==> src/rtl/group4_sysid_check_ctrl.sv <==
// ---------------------------------------------------------------------------
// group4_sysid_check_ctrl
//
// Boot-time sequencer for the system-ID slave. A start pulse makes this block
// act as an Avalon-MM read master. It reads the system ID word (address 0)
// and, when SYSID_CHECK_TS_EN is defined, the build timestamp word (address 1).
// It compares the words against the expected values and reports pass/fail.
// A stalled read is abandoned after TIMEOUT_CYCLES waitrequest cycles. It is
// then retried up to MAX_RETRIES times; each retry restarts at the ID word.
//
// Build option:
//   SYSID_CHECK_TS_EN  defined   -> timestamp read/compare present
//                      undefined -> ID only, ts_value tied to 0
//
// Ports:
//   clock, reset        system clock, async active-high reset
//   start               request a check (sampled only while idle)
//   avm_address/read    Avalon-MM read master request
//   avm_readdata        read data, taken when read=1 and waitrequest=0
//   avm_waitrequest     fabric stall
//   busy                check in progress (includes the done cycle)
//   done                one-cycle completion pulse
//   pass, error_code    result (0 ok, 1 ID, 2 timestamp, 3 timeout), held
//   id_value, ts_value  last captured words
// ---------------------------------------------------------------------------
module group4_sysid_check_ctrl #(
   parameter logic [31:0] EXPECTED_ID    = 32'd0,
   parameter logic [31:0] EXPECTED_TS    = 32'd1423087687,
   parameter int unsigned TIMEOUT_CYCLES = 255,
   parameter int unsigned MAX_RETRIES    = 3
) (
   input  logic        clock,
   input  logic        reset,
   input  logic        start,
   output logic        avm_address,
   output logic        avm_read,
   input  logic [31:0] avm_readdata,
   input  logic        avm_waitrequest,
   output logic        busy,
   output logic        done,
   output logic        pass,
   output logic [1:0]  error_code,
   output logic [31:0] id_value,
   output logic [31:0] ts_value
);

`ifdef SYSID_CHECK_TS_EN
   localparam logic TS_ON = 1'b1;
   typedef enum logic [2:0] {S_IDLE, S_RD_ID, S_RD_TS, S_CHECK, S_DONE, S_BACKOFF} state_t;
`else
   localparam logic TS_ON = 1'b0;
   typedef enum logic [2:0] {S_IDLE, S_RD_ID, S_CHECK, S_DONE, S_BACKOFF} state_t;
`endif

   // Counter value during the last allowed stalled cycle of a read.
   localparam logic [15:0] TMO_LAST  = 16'(TIMEOUT_CYCLES - 1);
   localparam logic [3:0]  RETRY_MAX = 4'(MAX_RETRIES);

   state_t      state, state_nx;
   logic [15:0] tmo_cnt, tmo_nx;
   logic [3:0]  att_cnt, att_nx;
   logic        pass_nx;
   logic [1:0]  err_nx;
   logic [31:0] id_nx;
   logic        abandon;
`ifdef SYSID_CHECK_TS_EN
   logic [31:0] ts_nx;
`endif

   always_ff @(posedge clock or posedge reset) begin
      if (reset) begin
         state      <= S_IDLE;
         tmo_cnt    <= '0;
         att_cnt    <= '0;
         pass       <= 1'b0;
         error_code <= 2'd0;
         id_value   <= '0;
      end else begin
         state      <= state_nx;
         tmo_cnt    <= tmo_nx;
         att_cnt    <= att_nx;
         pass       <= pass_nx;
         error_code <= err_nx;
         id_value   <= id_nx;
      end
   end

`ifdef SYSID_CHECK_TS_EN
   always_ff @(posedge clock or posedge reset) begin
      if (reset) ts_value <= '0;
      else       ts_value <= ts_nx;
   end
`else
   assign ts_value = '0;
`endif

   always_comb begin
      state_nx    = state;
      tmo_nx      = tmo_cnt;
      att_nx      = att_cnt;
      pass_nx     = pass;
      err_nx      = error_code;
      id_nx       = id_value;
`ifdef SYSID_CHECK_TS_EN
      ts_nx       = ts_value;
`endif
      abandon     = 1'b0;
      avm_read    = 1'b0;
      avm_address = 1'b0;
      busy        = (state != S_IDLE);
      done        = 1'b0;

      case (state)
         S_IDLE: begin
            if (start) begin
               state_nx = S_RD_ID;
               pass_nx  = 1'b0;
               err_nx   = 2'd0;
               att_nx   = '0;
               tmo_nx   = '0;
            end
         end
         // Request lines come only from the state register, so they cannot
         // move while the fabric stalls.
         S_RD_ID: begin
            avm_read = 1'b1;
            if (!avm_waitrequest) begin
               id_nx    = avm_readdata;
               tmo_nx   = '0;
`ifdef SYSID_CHECK_TS_EN
               state_nx = S_RD_TS;
`else
               state_nx = S_CHECK;
`endif
            end else if (tmo_cnt == TMO_LAST) begin
               abandon = 1'b1;
            end else begin
               tmo_nx = tmo_cnt + 16'd1;
            end
         end
`ifdef SYSID_CHECK_TS_EN
         S_RD_TS: begin
            avm_read    = 1'b1;
            avm_address = 1'b1;
            if (!avm_waitrequest) begin
               ts_nx    = avm_readdata;
               state_nx = S_CHECK;
            end else if (tmo_cnt == TMO_LAST) begin
               abandon = 1'b1;
            end else begin
               tmo_nx = tmo_cnt + 16'd1;
            end
         end
`endif
         S_CHECK: begin
            state_nx = S_DONE;
            if (id_value != EXPECTED_ID)
               err_nx = 2'd1;
            else if (TS_ON && (ts_value != EXPECTED_TS))
               err_nx = 2'd2;
            else begin
               pass_nx = 1'b1;
               err_nx  = 2'd0;
            end
         end
         S_DONE: begin
            done     = 1'b1;
            state_nx = S_IDLE;
         end
         S_BACKOFF: begin
            tmo_nx   = '0;
            state_nx = S_RD_ID;
         end
         default: state_nx = S_IDLE;
      endcase

      // A stalled read ran out of time: retry from the ID word or give up.
      if (abandon) begin
         if (att_cnt < RETRY_MAX) begin
            att_nx   = att_cnt + 4'd1;
            state_nx = S_BACKOFF;
         end else begin
            pass_nx  = 1'b0;
            err_nx   = 2'd3;
            state_nx = S_DONE;
         end
      end
   end

endmodule

==> config.mk <==
export PLATFORM = sky130hd
export DESIGN_NAME = group4_sysid_check_ctrl
export DESIGN_NICKNAME = d
export VERILOG_FILES = /design/src/rtl/group4_sysid_check_ctrl.sv
export SDC_FILE = /design/constraint.sdc
export NUM_CORES = 1
export LEC_CHECK = 0
export BUFFER_PORTS_ARGS = -buffer_cell sky130_fd_sc_hd__buf_2
export CORE_ASPECT_RATIO = 0.75
export CORE_MARGIN = 2
export CORE_UTILIZATION = 25
export CTS_BUF_LIST = sky130_fd_sc_hd__clkbuf_4 sky130_fd_sc_hd__clkbuf_8
export DETAILED_ROUTE_END_ITERATION = 16
export HOLD_SLACK_MARGIN = 0.12
export SYNTH_ARGS = -nofsm -noshare
export SYNTH_HDL_FRONTEND = slang
export SYNTH_SLANG_ARGS = --single-unit
==> constraint.sdc <==
create_clock -name clock -period 3.5 [get_ports clock]
set_input_delay 0.35 -clock clock [delete_from_list [all_inputs] [get_ports clock]]
set_output_delay 0.35 -clock clock [all_outputs]
set_load 0.03 [all_outputs]
==> flow_metrics.tcl, run 1 <==
set metrics [dict create \
    pd_cells_nw_per_um2 827 \
    worstPathRequired_ns 3.72 \
    die_x_um 130 \
    global_route.overflow_total 0 \
    cts.sink_count 58 \
    crit-reg2reg-capture "tmo_cnt[1]$_DFFE_PP0P_" \
    multi_input_area_sq_um 1330 \
    period_share_pct 57.4 \
    endpoint "tmo_cnt[1]$_DFFE_PP0P_" \
    detail_route.wl_per_cell_um 12.5 \
    post_cts.resized_instances 0 \
    postRouteWirelength_um 6480 \
    final.setup_skew_ns 0.00771 \
    num_vias 2231 \
    timing.reg2reg.worst_path_depth 5 \
    worst_setup_path_startpoint "state[2]$_DFFE_PP0P_" \
    synth-edff-count 0 \
    length_of_routed_met2_wiring_um 2920 \
    final.hold.worst_slack_ns 0.177 \
    maxCapViolations 0 \
    synth_top_cell_area_share_pct 48.7 \
    die_height_um 98.5 \
    clkTransAtPathRegs_ns 0.07 \
    worst-setup-path-type "reg -> reg" \
    number_of_global_route_vias_before_repair 2170 \
    layout_commonest_cell "buf_2" \
    final-hold-violation-count 0 \
    critical_path.startpoint_type "flop" \
    cp_slowest_stage_delay_ns 0.64 \
    core_area_sq_um 11600 \
    cts_made_buffers 9 \
    ys.flop_type "dfrtp_1" \
    syn2layout_area_growth_pct 21.1 \
    critical_path_arrival_ns 2.23 \
    synth.avg_cell_area_sq_um 10.8 \
    status "complete, no violations" \
    initial_utilization_pct 25.6 \
    setup_viol 0 \
    crit_path_top_delay_cell "dfrtp_1" \
    cts.root.buffer_cell "clkbuf_8" \
    m1WireLength_um 3030 \
    dieArea_sq_um 12800 \
    grt_antenna_before_repair 0 \
    final_layout_size_suffix_gt1_share_pct 36.2 \
    seqCellArea_sq_um 1450 \
    worst_slew_margin_relative_to_its_limit_pct 45.1 \
    sort_of_element_at_the_end_of_the_critical_path "flop" \
    finalCriticalPeriod_ns 2.01 \
    drt_first_iter_violations 130 \
    synth.area.top_cells "dfrtp_1 49%, mux2_2 12%, buf_4 8.6%" \
    ys_seq_elements 58 \
    fp-row-count 34 \
    fillCellCount 1198 \
    fin_setup_tns_ns 0 \
    drc_viols 0 \
    final_antenna_net_count 0 \
    yosysSeqAreaShare_pct 48.7 \
    count_of_h_tree_levels_built_during_cts 3 \
    wl_met3_um 425 \
    gr-usage-all-layers_pct 10.6 \
    cts_hold_buf 0 \
    gp_congestion 0.892 \
    cts_buffer_depth 2 \
    max_slew_violations 0 \
    largest_net_degree_at_the_start_of_global_routing 41 \
    worst_hold_path_type "in -> async" \
    cts_setup_buffers 0 \
    worst_skew_pair.late_latency_ns 0.34 \
    mostFrequentLayoutCells "73 x buf_2, 58 x dfrtp_1, 33 x conb_1" \
    finish.net_count 390 \
    power.ir.vdd_worst_mv 0.420 \
    buffer_ports.inserted 73 \
    async_reset_ff_share_pct 100 \
    number_of_antenna_diodes 0 \
    timing.rr.start "state[2]$_DFFE_PP0P_" \
    synth_cells 276 \
    critPathMaxFanout 15 \
    hpwl_um 4820 \
    r2r_setup_slack_ns 1.49 \
    fin_ws_ns 1.49 \
    max_freq_ghz 0.498 \
    grt_setup_unrepaired "no" \
    clock_tree_from_tritoncts "yes" \
    pre_cts_ws_ns 1.55 \
    crit_path_cell_trace "nor4bb_1 -> buf_4 -> and2_1 -> a21oi_2 -> mux2_2" \
    synth_top_area_cell "dfrtp_1" \
    io_pins 107 \
    ys_types 44 \
    power.static_leakage_nw 1.70 \
    drt-pass1-iter-count 4 \
    worst-slew-pin-transition_ns 0.823 \
    mappedNetlistArea_sq_um 2980 \
    dr.max_layer_used "met4" \
    yosys_warnings 0 \
    wire_length_of_the_first_global_routing_pass_um 10700 \
    viasPerCell 4.31 \
]
-- area by class of cell --
cell class	instances	area share (%)
tap	162	5.62
timing repair buffer	76	10.8
multi-input combinational	200	36.8
clock inverter	4	1.35
sequential	58	40.2
inverter	6	0.624
clock buffer	12	4.58
-- sequential cells by signal, summed over array words and instances (netlist names) --
| name | cells |
|---|---|
| state | 3 |
| tmo_cnt | 16 |
| id_value | 32 |
| att_cnt | 4 |
| error_code | 2 |
| pass | 1 |
-- worst max-delay path: cells and delay by family, from the launching register on --
kind / cells / cell delay, ns
flops: 1 / 0.64
mux: 1 / 0.38
compound gates: 1 / 0.36
simple gates: 2 / 0.32
buf+inv: 1 / 0.19
-- worst min-delay path by stage --
stage,to,slack (ns),depth (start not counted)
final,tmo_cnt[5]$_DFFE_PP0P_,0.18,2
after global routing,id_value[4]$_DFFE_PP0P_,0.22,2
after CTS,tmo_cnt[5]$_DFFE_PP0P_,0.19,2
after detailed placement,att_cnt[3]$_DFF_PP0_,0.47,1
after global placement,att_cnt[2]$_DFF_PP0_,0.46,1
after floorplan,state[1]$_DFFE_PP0P_,0.44,1
-- Yosys cell counts, types with 2 or more instances --
cell type,number
a211oi_1,2
a2bb2oi_1,2
nor4bb_1,2
nor3_1,4
a31oi_1,5
a21oi_2,2
o21ai_0,6
mux2i_1,6
and3_1,4
o31ai_1,2
and2_1,5
and4_1,2
mux2_2,31
buf_2,7
nand3_1,7
nand4_1,4
nand2b_1,5
ha_1,3
nor2_1,15
nand2_1,21
inv_1,6
clkbuf_1,3
or4_1,2
dfrtp_1,58
nor4_1,8
or3_1,5
a21oi_1,8
mux2_1,2
buf_4,34
-- per-layer routing --
metal / global-route usage (%) / up-vias
met5: 0 / -
met4: 4.22 / 0
met3: 3.53 / 9
met2: 15.2 / 73
met1: 14.7 / 1073
li1: - / 1076
-- stage by stage --
step | instance area (sq um) | cells | power (mW) | util, %
global placement | 3390 | 502 | 2.33 | 29.2
CTS | 3610 | 518 | 3.02 | 31.1
global route | 3610 | 518 | 3.17 | 31.1
finish | 3610 | 518 | 2.98 | 31.1
detailed placement | 3390 | 502 | 2.35 | 29.2
floorplan | 3100 | 308 | 2.01 | -
-- power breakdown --
group | leakage [nW] | total, mW | internal, mW | switching, mW
Sequential | 0.734 | 1.07 | 0.887 | 0.183
Clock | 0.112 | 0.654 | 0.386 | 0.268
Combinational | 0.852 | 1.26 | 0.434 | 0.826
Total | 1.70 | 2.98 | 1.71 | 1.28
-- logic make-up (layout without fill, tap and decap cells) --
family,count (synthesis),in the layout,share of synthesized area [%]
AO/OA/AOI/OAI,33,33,7.23
adder cells (fa/ha/maj),3,3,1.26
buffers and inverters,50,98,10.9
flip-flops,58,58,48.7
multiplexers,39,39,14.5
other,1,33,0.126
AND/OR/NAND/NOR,92,92,17.3
(Power assumes the default switching activity.)
==> inputs of run 2 (changes only) <==
==> constraint.sdc (replaced) <==
create_clock -name clock -period 1.8 [get_ports clock]
set_input_delay 0.18 -clock clock [delete_from_list [all_inputs] [get_ports clock]]
set_output_delay 0.18 -clock clock [all_outputs]
set_load 0.03 [all_outputs]
==> run 2 against run 1 <==
  * Wire length is 13% higher
  * Cell area grew 15%
  * Via count grew 11%
  * Die area did not move
  * Critical path depth down 1
  * Global-route usage up 1.4 points
  * First-iteration DRC count rose by 4.6%
  * Sequential share of layout area shrank 5.1 points
==> flow_metrics.tcl, run 2 (same netlist as run 1, synthesis figures left out) <==
set metrics [dict create \
    status "complete, no violations" \
    worst-setup-path-type "reg -> reg" \
    cts_made_buffers 9 \
    setup_viol 0 \
    gp_congestion 0.865 \
    grt_antenna_before_repair 0 \
    cts.sink_count 58 \
    finalCriticalPeriod_ns 1.71 \
    period_share_pct 95.2 \
    number_of_global_route_vias_before_repair 2388 \
    top_register "id_value" \
    syn2layout_area_growth_pct 38.9 \
    clock_tree_from_tritoncts "yes" \
    hpwl_um 5180 \
    final_antenna_net_count 0 \
    final_layout_size_suffix_gt1_share_pct 37.1 \
    clkTransAtPathRegs_ns 0.07 \
    io_pins 107 \
    count_of_h_tree_levels_built_during_cts 3 \
    dieArea_sq_um 12800 \
    final.setup_skew_ns 0.00881 \
    detail_route.wl_per_cell_um 13.0 \
    maxCapViolations 0 \
    post-layout-total-power_mw 6.17 \
    largest_net_degree_at_the_start_of_global_routing 59 \
    drt-pass1-iter-count 4 \
    critical_path_arrival_ns 1.96 \
    pd_cells_nw_per_um2 1490 \
    die_height_um 98.5 \
    buffer_ports.inserted 73 \
    die_x_um 130 \
    drc_viols 0 \
    dr.max_layer_used "met4" \
    max_freq_ghz 0.584 \
    crit_path_cell_trace "or4b_2 -> nand2_1 -> o41ai_1 -> and2_1" \
    core_area_sq_um 11600 \
    worst_skew_pair.late_latency_ns 0.35 \
    cpLargestDelayFamily "simple AND/OR/NAND/NOR gates" \
    critPathMaxFanout 11 \
    placedInstanceArea_sq_um 3500 \
    sort_of_element_at_the_end_of_the_critical_path "flop" \
    postRouteWirelength_um 7320 \
    placed_cells 513 \
    power.ir.vdd_worst_mv 0.822 \
    number_of_antenna_diodes 0 \
    max_slew_violations 0 \
    layout_commonest_cell "buf_2" \
    drt_first_iter_violations 136 \
    largest_register_ffs 32 \
    gr-usage-all-layers_pct 12.0 \
    cts_buffer_depth 2 \
    global_route.overflow_total 0 \
    design_area_sq_um 4140 \
    layout.cells.non_filler 564 \
    final-hold-violation-count 0 \
    worstPathRequired_ns 2.05 \
    wl_met3_um 326 \
    cp_slowest_stage_delay_ns 0.77 \
    power.static_leakage_nw 1.90 \
    critical_path.startpoint_type "flop" \
    crit_path_top_delay_cell "or4b_2" \
    largest_registers "id_value: 32 flops, tmo_cnt: 16 flops, att_cnt: 4 flops" \
    initial_utilization_pct 25.6 \
    fp-row-count 34 \
    wire_length_of_the_first_global_routing_pass_um 11900 \
    cts.root.buffer_cell "clkbuf_8" \
    r2r_setup_slack_ns 0.09 \
    num_vias 2476 \
    m1WireLength_um 3540 \
    length_of_routed_met2_wiring_um 3360 \
    viasPerCell 4.39 \
    worst_hold_path_type "in -> reg" \
    critical_path_buf_inv_count 0 \
    mostFrequentLayoutCells "73 x buf_2, 57 x dfrtp_1, 34 x dlygate4sd3_1" \
    grt_setup_unrepaired "yes" \
    finish.net_count 436 \
    fillCellCount 1161 \
]
[run 2: layout make-up]
| cell class | count | area [sq um] | share of cell area, % |
|---|---|---|---|
| Clock buffer | 12 | 159 | 3.84 |
| Clock inverter | 4 | 73.8 | 1.79 |
| Timing Repair Buffer | 122 | 843 | 20.4 |
| Multi-Input combinational cell | 200 | 1380 | 33.4 |
| Tap cell | 162 | 203 | 4.90 |
| Inverter | 6 | 22.5 | 0.545 |
| Sequential cell | 58 | 1450 | 35.1 |
[run 2: stage by stage]
stage | hold WS, ns | worst slack, ns | util, % | TNS [ns]
finish | 0.246 | 0.0868 | 35.6 | 0
global route | 0.273 | -0.0167 | 35.6 | -0.0301
CTS | 0.234 | 0.0176 | 35.1 | 0
detailed placement | 0.263 | -0.00291 | 30.1 | -0.00392
global placement | 0.262 | 0.0605 | 30.1 | 0
floorplan | 0.273 | 0.0516 | - | 0
[run 2: repair_timing]
item / 4_1_cts / 5_1_grt
hold buffers: 34 / 0
cloned: 0 / 0
resized for setup: 1 / 11
setup buffers: 0 / 1
endpoints found under the setup margin: 2 / 15
endpoints found under the hold margin: 91 / 0
[run 2: power breakdown]
group	switching, mW	internal, mW	leakage (nW)
logic	1.67	0.977	1.04
clock network	0.547	0.870	0.120
registers	0.374	1.73	0.733
[run 2: worst register-to-register path, cell delays in order (launching register included)]
cell and delay, ns:
dfrtp_1 0.50, or4b_2 0.77, nand2_1 0.11, o41ai_1 0.06, and2_1 0.16
[run 2: final timing paths]
path	cells after the start	end	start
max	4	pass$_DFF_PP0_	state[1]$_DFFE_PP0P_
min	4	error_code[1]$_DFF_PP0_	start
max reg2reg	4	pass$_DFF_PP0_	state[1]$_DFFE_PP0P_
min reg2reg	1	att_cnt[3]$_DFF_PP0_	att_cnt[3]$_DFF_PP0_
max in group asynchronous	4	id_value[20]$_DFFE_PP0P_	reset
min in group asynchronous	4	pass$_DFF_PP0_	reset
[run 2: routing by layer]
layer | vias to the layer above | GRT usage, %
met5 | - | 0
met4 | 0 | 3.72
met2 | 68 | 17.7
met1 | 1232 | 16.5
met3 | 9 | 4.56
li1 | 1167 | -
